### src/rtl/mips_pkg.sv
// mips_pkg: shared types and instruction field positions for the MIPS core
package mips_pkg;
  typedef enum logic [1:0] {S_BOOT, S_FETCH, S_HOLD, S_DRAIN} fetch_state_t;
  localparam int RS_MSB = 25;
  localparam int RS_LSB = 21;
  localparam int RT_MSB = 20;
  localparam int RT_LSB = 16;
  localparam logic [31:0] NOP_INSTR = 32'h0;
endpackage

### src/rtl/fetch_hold_buf.sv
// fetch_hold_buf: one-entry buffer parking an acked instruction while IF/ID is stalled
module fetch_hold_buf
  import mips_pkg::*;
(
  input  logic        CLK,
  input  logic        RST,
  input  logic        load,
  input  logic        clr,
  input  logic [31:0] instr,
  input  logic [31:0] pc4,
  output logic [31:0] buf_instr,
  output logic [31:0] buf_pc4,
  output logic        full
);
  always_ff @(posedge CLK)
    if (RST) begin
      buf_instr <= NOP_INSTR;
      buf_pc4   <= '0;
      full      <= 1'b0;
    end else if (load) begin
      buf_instr <= instr;
      buf_pc4   <= pc4;
      full      <= 1'b1;
    end else if (clr)
      full <= 1'b0;
endmodule

### src/rtl/fetch_stage.sv
// fetch_stage: PC generation, req/ack imem fetch and IF/ID register with stall and redirect
module fetch_stage
  import mips_pkg::*;
#(
  parameter logic [31:0] RESET_PC = 32'h0000_0000,
  parameter logic [31:0] PC_STEP  = 32'd4
) (
  input  logic        CLK,
  input  logic        RST,
  input  logic        Stall,
  input  logic        Branch,
  input  logic [31:0] Branch_target,
  input  logic        JtoPC,
  input  logic [31:0] Jump_target,
  output logic        imem_req,
  output logic [31:0] imem_addr,
  input  logic        imem_ack,
  input  logic [31:0] imem_rdata,
  output logic [31:0] IF_ID_Instr,
  output logic [31:0] IF_ID_PC4,
  output logic        IF_ID_Valid,
  output logic [4:0]  Read1,
  output logic [4:0]  Read2
);
  fetch_state_t state;
  logic [31:0] pc, pc_step, target, hb_instr, hb_pc4;
  logic redir, hb_full, hb_load, hb_clr;
  assign redir   = Branch | JtoPC;
  assign target  = JtoPC ? Jump_target : Branch_target;
  assign pc_step = pc + PC_STEP;
  assign Read1   = IF_ID_Instr[RS_MSB:RS_LSB];
  assign Read2   = IF_ID_Instr[RT_MSB:RT_LSB];
  assign hb_load = state == S_FETCH && imem_ack && Stall && !redir;
  assign hb_clr  = state == S_HOLD && (redir || !Stall);
  fetch_hold_buf u_hold (
    .CLK(CLK), .RST(RST), .load(hb_load), .clr(hb_clr),
    .instr(imem_rdata), .pc4(pc_step),
    .buf_instr(hb_instr), .buf_pc4(hb_pc4), .full(hb_full)
  );
  always_ff @(posedge CLK)
    if (RST) begin
      state       <= S_BOOT;
      pc          <= RESET_PC;
      imem_addr   <= RESET_PC;
      imem_req    <= 1'b0;
      IF_ID_Instr <= NOP_INSTR;
      IF_ID_PC4   <= '0;
      IF_ID_Valid <= 1'b0;
    end else
      case (state)
        S_BOOT: begin
          state     <= S_FETCH;
          imem_req  <= 1'b1;
          imem_addr <= pc;
        end
        S_FETCH:
          if (redir) begin
            pc          <= target;
            IF_ID_Valid <= 1'b0;
            if (imem_ack) imem_addr <= target;
            else state <= S_DRAIN;
          end else if (imem_ack && !Stall) begin
            IF_ID_Instr <= imem_rdata;
            IF_ID_PC4   <= pc_step;
            IF_ID_Valid <= 1'b1;
            pc          <= pc_step;
            imem_addr   <= pc_step;
          end else if (imem_ack) begin
            state    <= S_HOLD;
            imem_req <= 1'b0;
          end else if (!Stall)
            IF_ID_Valid <= 1'b0;
        S_HOLD:
          if (redir) begin
            state       <= S_FETCH;
            pc          <= target;
            imem_addr   <= target;
            imem_req    <= 1'b1;
            IF_ID_Valid <= 1'b0;
          end else if (!Stall) begin
            state       <= S_FETCH;
            IF_ID_Instr <= hb_instr;
            IF_ID_PC4   <= hb_pc4;
            IF_ID_Valid <= hb_full;
            pc          <= pc_step;
            imem_addr   <= pc_step;
            imem_req    <= 1'b1;
          end
        default: begin
          // stale request still in flight: its data is dropped, and an ack frees the port
          IF_ID_Valid <= 1'b0;
          if (redir) pc <= target;
          if (imem_ack) begin
            state     <= S_FETCH;
            imem_addr <= redir ? target : pc;
          end
        end
      endcase
endmodule

### config.mk
export PLATFORM = sky130hd
export DESIGN_NAME = fetch_stage
export DESIGN_NICKNAME = d
export VERILOG_FILES = /design/src/rtl/mips_pkg.sv /design/src/rtl/fetch_hold_buf.sv /design/src/rtl/fetch_stage.sv
export SDC_FILE = /design/constraint.sdc
export NUM_CORES = 1
export LEC_CHECK = 0
export BUFFER_PORTS_ARGS = -buffer_cell sky130_fd_sc_hd__buf_2
export CAP_MARGIN = 15
export CORE_MARGIN = 3
export CORE_UTILIZATION = 45
export CTS_CLUSTER_DIAMETER = 100
export DETAILED_ROUTE_END_ITERATION = 8
export PLACE_DENSITY = 0.7
export RECOVER_POWER = 50
export SLEW_MARGIN = 30
export SYNTH_ARGS = -nofsm -noshare
export SYNTH_HDL_FRONTEND = slang
export SYNTH_SLANG_ARGS = --single-unit
### constraint.sdc
create_clock -name CLK -period 2.3 [get_ports CLK]
set_input_delay 0.46 -clock CLK [delete_from_list [all_inputs] [get_ports CLK]]
set_output_delay 0.46 -clock CLK [all_outputs]
set_load 0.01 [all_outputs]
==> results of run 1 <==
==> worst max-delay path: stages (launching register included) <==
cell      delay (ps)
dfxtp_1          360
ha_1             190
nand3_1          200
nor4_4           420
buf_4            210
nand4_1          150
xnor2_1          380
o211ai_1         130
a21oi_1          150
==> logic make-up after synthesis <==
kind of cell	Yosys count	synth area share, %
flops	197	37.6
xor+xnor	25	2.16
compound gates	440	26.3
buf+inv	161	6.40
mux	53	5.08
fa+ha+maj	5	0.596
simple gates	497	21.9
==> layout make-up <==
cell class,instances,share of cell area [%]
Multi-Input combinational cell,1020,46.3
Sequential cell,197,30.8
Timing Repair Buffer,321,14.2
Clock buffer,17,3.32
Tap cell,313,3.06
Clock inverter,15,1.67
Inverter,20,0.586
==> through the flow <==
stage	hold WS, ps	utilization [%]
after floorplan	436	-
after global placement	438	54.0
after detailed placement	441	54.0
after CTS	235	56.8
after global routing	248	56.3
final	252	56.3
==> registers in the layout (all words and copies together) (netlist names) <==
register and flops:
u_hold.full 1, IF_ID_Valid 1, IF_ID_PC4 32, state 2
imem_req 1, imem_addr 32, u_hold.buf_instr 32, IF_ID_Instr 32
pc 32, u_hold.buf_pc4 32
==> cell usage in the layout (no fill, tap or decap), types with 4 or more instances in the layout <==
cell type / n
a31oi_1: 13
a211oi_1: 61
ha_1: 4
nor3_1: 36
nand2_1: 208
clkbuf_1: 109
buf_2: 100
a22oi_1: 7
nand3_1: 34
buf_4: 106
o21a_1: 6
nor2_1: 136
mux2i_1: 51
a21o_1: 4
a221oi_1: 13
inv_1: 17
nand4_1: 11
o21ai_0: 102
clkbuf_16: 17
a21oi_1: 142
dfxtp_1: 197
nand2b_1: 26
o32ai_1: 5
o211ai_1: 28
o22ai_1: 8
xor2_1: 6
a311oi_1: 4
buf_12: 6
xnor2_1: 17
a21boi_0: 4
a221o_1: 4
and3_1: 9
clkinv_8: 5
==> how the worst max path moves through the flow <==
stage / startpoint / cells past startpoint / to
after global placement: pc[2] / 7 / imem_addr[26]
after floorplan: state[0] / 9 / imem_addr[10]
after CTS: pc[3] / 7 / imem_addr[26]
after global routing: pc[2] / 9 / pc[28]
after detailed placement: pc[3] / 7 / imem_addr[26]
final: pc[3] / 8 / IF_ID_PC4[28]
==> layer usage <==
metal	part of all wire, %	track usage [%]	routed length [um]	vias up
met5	0	0	0	-
met4	2.7	8.44	928	0
met2	43	38.7	14700	583
met1	45	38.3	15500	5035
met3	9.4	5.22	3230	66
li1	-	-	-	5305
==> power by group through the flow <==
stage	clock, mW	combinational (mW)	sequential, mW
6_report	3.20	3.61	4.18
5_1_grt	3.37	3.91	4.23
4_1_cts	3.24	3.65	4.16
3_5_place_dp	0	3.63	4.23
3_3_place_gp	0	3.59	4.23
2_1_floorplan	0	2.03	4.33
==> results.py, run 1 <==
metrics = {
    "cts": {
        "clk_pin_slew_ps": 90,
        "clkLatencyLatePin_ps": 450,
        "clock-sinks": 197,
        "cts_buffers": 17,
        "h-tree-depth": 4,
        "cts_tree": "built",
        "cts_root_buf": "clkbuf_16",
        "clock_path_buffers": 2,
        "holdBufCountCts": 0,
        "ctsResizeCount": 0,
        "cts_setup_buffers": 0,
    },
    "yosys": {
        "ys_types": 75,
        "synth_edf_count": 0,
        "synth_area_mm2": 0.0105,
        "yosysWarningCount": 0,
        "synthCells": 1378,
        "synth_top_cell_by_area": "dfxtp_1",
        "synth_seq_area_share_pct": 37.6,
        "synth_commonest_cells": "nand2_1, dfxtp_1, a21oi_1",
        "synth.most_common_cell": "nand2_1",
        "synth-async-reset-ratio_pct": 0,
        "synth-seq-cells": 197,
        "synth_ff_type": "dfxtp_1",
        "netlist_top_cells_area": "dfxtp_1, nand2_1, a21oi_1",
        "synth_top_cell_area_share_pct": 37.6,
        "synth_nets": 1485,
        "syn_avg_cell_area_um2": 7.62,
    },
    "min_path": {
        "min_to": "u_hold.buf_instr[14]",
        "hold_class": "input port to flop",
        "hold_path_depth": 3,
        "holdCritStartpoint": "imem_rdata[14]",
    },
    "die": {
        "die_w_um": 159,
        "coreArea_mm2": 0.0228,
        "dieHeight_um": 159,
        "dieArea_mm2": 0.0252,
        "row_count": 55,
        "start_util_pct": 46.1,
        "io_pins": 210,
    },
    "power_and_ir_drop": {
        "cellPowerDensity_mw_per_mm2": 857,
        "switching_share_pct": 38.3,
        "power_frac_comb_pct": 32.9,
        "ir_worst_vdd_mv": 0.502,
        "clkPwrFrac_pct": 29.1,
        "p_switching_mw": 4.21,
        "pwr-share-seq_pct": 38.0,
        "intPower_mw": 6.77,
        "leakagePower_nw": 4.80,
        "total_power_mw": 11.0,
    },
    "timing": {
        "layout_setup_ws_ps": 56.5,
        "min_period_ps": 2240,
        "worst_slew_pin_slew_ps": 735,
        "post-route-period-util_pct": 97.5,
        "final.setup_skew_ps": 13.8,
        "fin_tns_setup_ps": 0,
        "timing.fmax_ghz": 0.446,
        "finalSetupViolCount": 0,
        "hold_viol": 0,
        "slew_viol_final": 0,
        "slew_headroom_pct": 51.0,
    },
    "critical_path": {
        "rr_worst_depth": 8,
        "end_kind": "flop",
        "worstSetupStartpointType": "flop",
        "path_class": "flop to flop",
        "worstReg2RegStart": "pc[3]",
        "rr_endpoint": "IF_ID_PC4[28]",
        "cp.arrival_ps": 2610,
        "worstPathRequired_ps": 2670,
        "r2r_setup_slack_ps": 60,
        "crit_fanout": 5,
    },
    "layout": {
        "stdcell_count": 1903,
        "antenna_cells": 0,
        "multi_input_area_mm2": 0.00594,
        "fin_area_mm2": 0.0128,
        "area_growth_pct": 22.1,
        "seq_area_mm2": 0.00394,
        "fillers": 2212,
        "fin_nets": 1684,
        "layout-drive-gt1-share_pct": 17.4,
    },
    "placement": {
        "gp_congestion": 0.966,
        "portBuffers": 209,
        "dpl-instance-area_mm2": 0.0123,
        "hpwl_um": 24100,
        "numPlacedInstances": 1871,
        "dp_slack_ps": 102,
    },
    "grt": {
        "antenna_found_initial": 0,
        "gr-total-overflow": 0,
        "grt_pass1_wl_um": 54300,
        "grt_pass1_vias": 9990,
        "grt_max_degree": 75,
        "grt.total_usage_pct": 26.2,
    },
    "status": {
        "status": "complete, no violations",
    },
    "route": {
        "drt-vias-per-instance": 5.77,
        "vias": 11000,
        "final_antenna_net_count": 0,
        "wl_per_cell_um": 18.1,
        "drc": 0,
        "drt-pass1-iter-count": 5,
        "drt-initial-drc-count": 1330,
        "finalWirelength_um": 34400,
    },
    "run": {
        "max_cap_violations": 0,
    },
}
No activity file was read; power rests on OpenSTA's default activity.
==> run 2, diff against run 1 <==
==> constraint.sdc (replaced) <==
create_clock -name CLK -period 2.3 [get_ports CLK]
set_input_delay 0.23 -clock CLK [delete_from_list [all_inputs] [get_ports CLK]]
set_output_delay 0.23 -clock CLK [all_outputs]
set_load 0.01 [all_outputs]
==> run 2 against run 1 <==
Net effect:
- flip-flop and latch count is the same
- combinational power is 2% lower
- routed wire length fell by 1.1%
- design area shrank 0.36%
- die area stayed put
- hold slack worse by 230 ps
- critical path type unchanged
- critical endpoint is now pc[15]
==> results.py, run 2 (synthesis gave the netlist of run 1 again) <==
metrics = {
    "critical_path": {
        "path_class": "flop to flop",
        "slowest_delay_ps": 310,
        "end_kind": "flop",
        "cp_slowest_cell": "dfxtp_1",
        "worstPathRequired_ps": 2650,
        "crit_fanout": 21,
        "cp.arrival_ps": 2540,
        "worstSetupStartpointType": "flop",
        "crit_top_cell": "buf_4",
        "rr_worst_depth": 10,
        "cp_cell_sequence": "buf_4 > ha_1 > buf_4 > a21o_1 > a31oi_2 > buf_12 > buf_4 > o21ai_0 > a21oi_1 > nor2_1",
    },
    "placement": {
        "gp_congestion": 0.962,
        "hpwl_um": 23700,
        "dp_slack_ps": 39.2,
        "portBuffers": 209,
    },
    "timing": {
        "timing.fmax_ghz": 0.457,
        "min_period_ps": 2190,
        "fin_tns_setup_ps": 0,
        "rsz0062_at_grt": "false",
        "holdWs_ps": 17.5,
        "slew_headroom_pct": 49.5,
        "final.setup_skew_ps": 16.1,
        "hold_viol": 0,
        "post-route-period-util_pct": 95.2,
        "worst_slew_pin_slew_ps": 757,
        "layout_setup_ws_ps": 111,
        "slew_viol_final": 0,
        "finalSetupViolCount": 0,
    },
    "grt": {
        "use_met3_pct": 5.66,
        "gr-usage-met1_pct": 36.8,
        "grt.met2_usage_pct": 39.6,
        "grt.total_usage_pct": 26.0,
        "antenna_found_initial": 0,
        "busiest_layer": "met2",
        "grt_max_degree": 81,
        "grt_pass1_vias": 9965,
        "gr-total-overflow": 0,
        "grt_pass1_wl_um": 53700,
    },
    "route": {
        "final_antenna_net_count": 0,
        "vias": 10900,
        "drt-pass1-iter-count": 6,
        "drc": 0,
        "drt-initial-drc-count": 1155,
        "drt-vias-per-instance": 5.78,
        "finalWirelength_um": 34000,
        "wl_per_cell_um": 18.0,
    },
    "die": {
        "start_util_pct": 46.1,
        "dieArea_mm2": 0.0252,
        "dieHeight_um": 159,
        "die_w_um": 159,
        "io_pins": 210,
        "coreArea_mm2": 0.0228,
        "row_count": 55,
    },
    "cts": {
        "clock_path_buffers": 2,
        "clk_pin_slew_ps": 100,
        "cts_buffers": 17,
        "cts_tree": "built",
        "h-tree-depth": 4,
        "cts_root_buf": "clkbuf_16",
        "clkLatencyLatePin_ps": 460,
        "clock-sinks": 197,
    },
    "layout": {
        "layout-drive-gt1-share_pct": 16.2,
        "mostFrequentLayoutCell": "nand2_1",
        "fin_nets": 1671,
        "fillers": 2175,
        "utilization_pct": 56.1,
        "antenna_cells": 0,
        "area_growth_pct": 21.6,
        "final_cell_mix": "nand2_1, dfxtp_1, a21oi_1, nor2_1, clkbuf_1",
    },
    "min_path": {
        "hold_class": "input port to flop",
        "hold_path_depth": 3,
    },
    "power_and_ir_drop": {
        "ir_worst_vdd_mv": 0.409,
        "power_frac_comb_pct": 32.3,
        "pwr-share-seq_pct": 38.1,
        "leakagePower_nw": 4.75,
        "cellPowerDensity_mw_per_mm2": 859,
        "clkPwrFrac_pct": 29.6,
        "p_switching_mw": 4.23,
        "switching_share_pct": 38.6,
        "intPower_mw": 6.74,
    },
    "run": {
        "max_cap_violations": 0,
    },
    "status": {
        "status": "complete, no violations",
    },
}
==> run 2: power by group through the flow <==
stage	logic (mW)	clock network [mW]	registers (mW)
floorplan	2.03	0	4.33
detailed placement	3.55	0	4.24
global route	3.85	3.47	4.24
finish	3.54	3.25	4.18
global placement	3.51	0	4.23
CTS	3.58	3.32	4.16
==> run 2: metrics by stage <==
stage / instance area [um^2] / cells / power (mW)
2_1_floorplan: 10500 / 1378 / 6.36
3_3_place_gp: 12200 / 1851 / 7.74
3_5_place_dp: 12200 / 1851 / 7.79
4_1_cts: 12900 / 1890 / 11.1
5_1_grt: 12800 / 1890 / 11.6
6_report: 12800 / 1890 / 11.0
==> run 2: timing repair <==
action | in CTS | in global routing
buffers inserted | 0 | 0
gates resized for setup | 0 | 3
hold buffers | 7 | 0
hold endpoints to repair | 7 | 0
setup endpoints to repair | 0 | 21
==> run 2: routing by layer <==
metal  up-vias  wire length [um]
met4         0               882
met5         -                 0
met2       558             14800
met1      4998             15300
li1       5278                 -
met3        83              3050
==> run 2: area by class of cell <==
| cell class | instances | area, um^2 | area share (%) |
|---|---|---|---|
| inverter | 20 | 75.1 | 0.588 |
| timing repair buffer | 308 | 1760 | 13.8 |
| sequential | 197 | 3940 | 30.9 |
| clock inverter | 15 | 226 | 1.77 |
| multi-input combinational | 1020 | 5940 | 46.6 |
| tap | 313 | 392 | 3.07 |
| clock buffer | 17 | 425 | 3.33 |
==> run 2: critical path, delay by kind of cell (launching register included) <==
kind                     cells  cell delay, ps
AO/OA/AOI/OAI                4             700
AND/OR/NAND/NOR              1              60
buffers and inverters        4             790
flip-flops                   1             310
adder cells (fa/ha/maj)      1             230
==> run 2: worst paths after layout <==
check | start | slack, ps | endpoint
worst max register to register | state[0] | 110 | pc[15]
worst min-delay path | imem_rdata[16] | 20 | u_hold.buf_instr[16]
worst min register to register | IF_ID_PC4[5] | 450 | IF_ID_PC4[5]
worst max-delay path | state[0] | 110 | pc[15]
==> run 3, diff against run 2 <==
Settings changed: GPL_ROUTABILITY_DRIVEN set to 0, SYNTH_HIERARCHICAL set to 1.
==> run 3 against run 2 <==
Net effect:
- routed wire length shrank 1.6%
- cell count shrank 2.4%
- maximum frequency grew 2.7%
- clock skew shrank 4.5 ps
- hold slack gained 14 ps
- critical endpoint is now u_hold/buf_pc4[16]
==> results.py, run 3 <==
metrics = {
    "status": {
        "status": "complete, no violations",
    },
    "timing": {
        "finalSetupViolCount": 0,
        "timing.fmax_ghz": 0.469,
        "fin_tns_setup_ps": 0,
        "layout_setup_ws_ps": 170,
        "slew_headroom_pct": 36.4,
        "final.setup_skew_ps": 11.6,
        "hold_viol": 0,
        "rsz0062_at_grt": "false",
        "post-route-period-util_pct": 92.6,
        "holdWs_ps": 31.2,
        "slew_viol_final": 0,
        "worst_slew_pin_slew_ps": 953,
        "min_period_ps": 2130,
    },
    "yosys": {
        "synth_top_cell_by_area": "dfxtp_1",
        "synth_top_cell_area_share_pct": 36.7,
        "synth_nets": 1443,
        "synth_ff_type": "dfxtp_1",
        "synth-seq-cells": 197,
        "netlist_top_cells_area": "dfxtp_1, mux2i_1, nor2_1",
        "synth_seq_area_share_pct": 36.7,
        "synth_edf_count": 0,
        "synth_commonest_cells": "dfxtp_1, nor2_1, nand2_1",
        "synth.most_common_cell": "dfxtp_1",
        "syn_avg_cell_area_um2": 8.04,
        "synth_area_mm2": 0.0107,
        "ys_types": 76,
        "synthCells": 1336,
        "yosysWarningCount": 6,
        "synth-async-reset-ratio_pct": 0,
    },
    "min_path": {
        "holdCritStartpoint": "imem_rdata[8]",
        "hold_class": "input port to flop",
        "hold_path_depth": 3,
        "min_to": "u_hold/buf_instr[8]",
    },
    "critical_path": {
        "rr_worst_depth": 7,
        "critPathTopFamily": "buffers and inverters",
        "slowest_delay_ps": 520,
        "worstSetupStartpointType": "flop",
        "r2r_setup_slack_ps": 170,
        "cp.arrival_ps": 2430,
        "end_kind": "flop",
        "cp_cell_sequence": "inv_1 > ha_1 > buf_4 > and3_1 > buf_4 > mux2i_1 > nor2_1",
        "cp_num_buf_inv": 3,
        "worstReg2RegStart": "state[1]",
        "crit_top_cell": "buf_4",
        "worstPathRequired_ps": 2600,
        "crit_fanout": 35,
        "cp_slowest_cell": "buf_4",
        "path_class": "flop to flop",
        "rr_endpoint": "u_hold/buf_pc4[16]",
    },
    "route": {
        "drt-pass1-iter-count": 6,
        "wl_per_cell_um": 18.1,
        "finalWirelength_um": 33400,
        "drc": 0,
        "final_antenna_net_count": 0,
        "drt-vias-per-instance": 5.75,
        "vias": 10600,
        "drt-initial-drc-count": 1195,
    },
    "placement": {
        "dp_slack_ps": 66.7,
        "dpl-instance-area_mm2": 0.0123,
        "hpwl_um": 23200,
        "numPlacedInstances": 1809,
        "portBuffers": 209,
    },
    "grt": {
        "grt_pass1_wl_um": 53500,
        "grt.total_usage_pct": 25.4,
        "antenna_found_initial": 1,
        "grt_max_degree": 86,
        "grt_pass1_vias": 10300,
        "gr-total-overflow": 0,
    },
    "cts": {
        "clkLatencyLatePin_ps": 450,
        "clock_path_buffers": 2,
        "cts_root_buf": "clkbuf_16",
        "h-tree-depth": 4,
        "cts_buffers": 17,
        "clock-sinks": 197,
        "cts_tree": "built",
        "clk_pin_slew_ps": 80,
    },
    "layout": {
        "stdcell_count": 1844,
        "area_growth_pct": 19.5,
        "fillers": 2177,
        "antenna_cells": 0,
        "final_cell_mix": "dfxtp_1, nor2_1, nand2_1, a21oi_1, mux2i_1",
        "fin_nets": 1625,
        "layout-drive-gt1-share_pct": 17.0,
        "fin_area_mm2": 0.0128,
        "utilization_pct": 55.7,
        "mostFrequentLayoutCell": "dfxtp_1",
    },
    "die": {
        "dieArea_mm2": 0.0258,
        "row_count": 55,
        "die_w_um": 161,
        "io_pins": 210,
        "dieHeight_um": 161,
        "coreArea_mm2": 0.0231,
        "start_util_pct": 46.6,
    },
    "power_and_ir_drop": {
        "leakagePower_nw": 4.72,
        "total_power_mw": 11.1,
        "ir_worst_vdd_mv": 0.548,
        "cellPowerDensity_mw_per_mm2": 861,
    },
    "run": {
        "max_cap_violations": 0,
    },
}
==> run 3: logic make-up (layout without fill, tap and decap cells) <==
kind of cell             Yosys count  after routing  synth area share (%)
AO/OA/AOI/OAI                    396            396                  23.5
buffers and inverters            166            361                  7.32
adder cells (fa/ha/maj)            5              5                 0.582
multiplexers                     121            121                  11.3
XOR/XNOR                          26             26                  2.26
flip-flops                       197            197                  36.7
AND/OR/NAND/NOR                  425            425                  18.3
==> run 3: cell type report <==
cell class,instances,area [um^2],area share [%]
clock buffers,19,433,3.37
clock inverters,13,161,1.26
inverters,30,113,0.877
multi-input cells,973,6090,47.4
flip-flops and latches,197,3950,30.7
well taps,313,392,3.05
repair buffers,299,1710,13.3
==> run 3: how the worst max path moves through the flow <==
| stage | startpoint | to | slack (ps) | cells after the start |
|---|---|---|---|---|
| CTS | pc[5] | pc[27] | 30 | 6 |
| finish | state[1] | u_hold/buf_pc4[16] | 170 | 7 |
| global placement | pc[5] | imem_addr[27] | 130 | 6 |
| detailed placement | state[1] | pc[16] | 70 | 7 |
| floorplan | state[0] | pc[26] | 160 | 7 |
| global route | pc[10] | imem_addr[29] | 10 | 7 |
==> run 3: power breakdown <==
group	total [mW]	switching (mW)	internal (mW)
Combinational	3.79	2.32	1.48
Clock	3.06	1.50	1.56
Sequential	4.21	0.341	3.87
Total	11.1	4.15	6.91
==> run 3: worst min-delay path, stage by stage <==
cell and delay [ps]:
buf_2 80, mux2i_1 60, nor2_1 80
==> run 3: what timing repair did <==
item / 4_1_cts / 5_1_grt
hold endpoints to repair: 1 / 0
hold buffers: 1 / 0
setup endpoints to repair: 0 / 23
setup buffers: 0 / 2
resized for setup: 0 / 11
==> run 3: layer usage <==
layer  vias up  track usage [%]  wire [um]
met1      4974             31.5      13500
li1       5111                -          -
met5         -                0         13
met3        69             7.07       3000
met4         2             10.5       1170
met2       453             41.7      15700
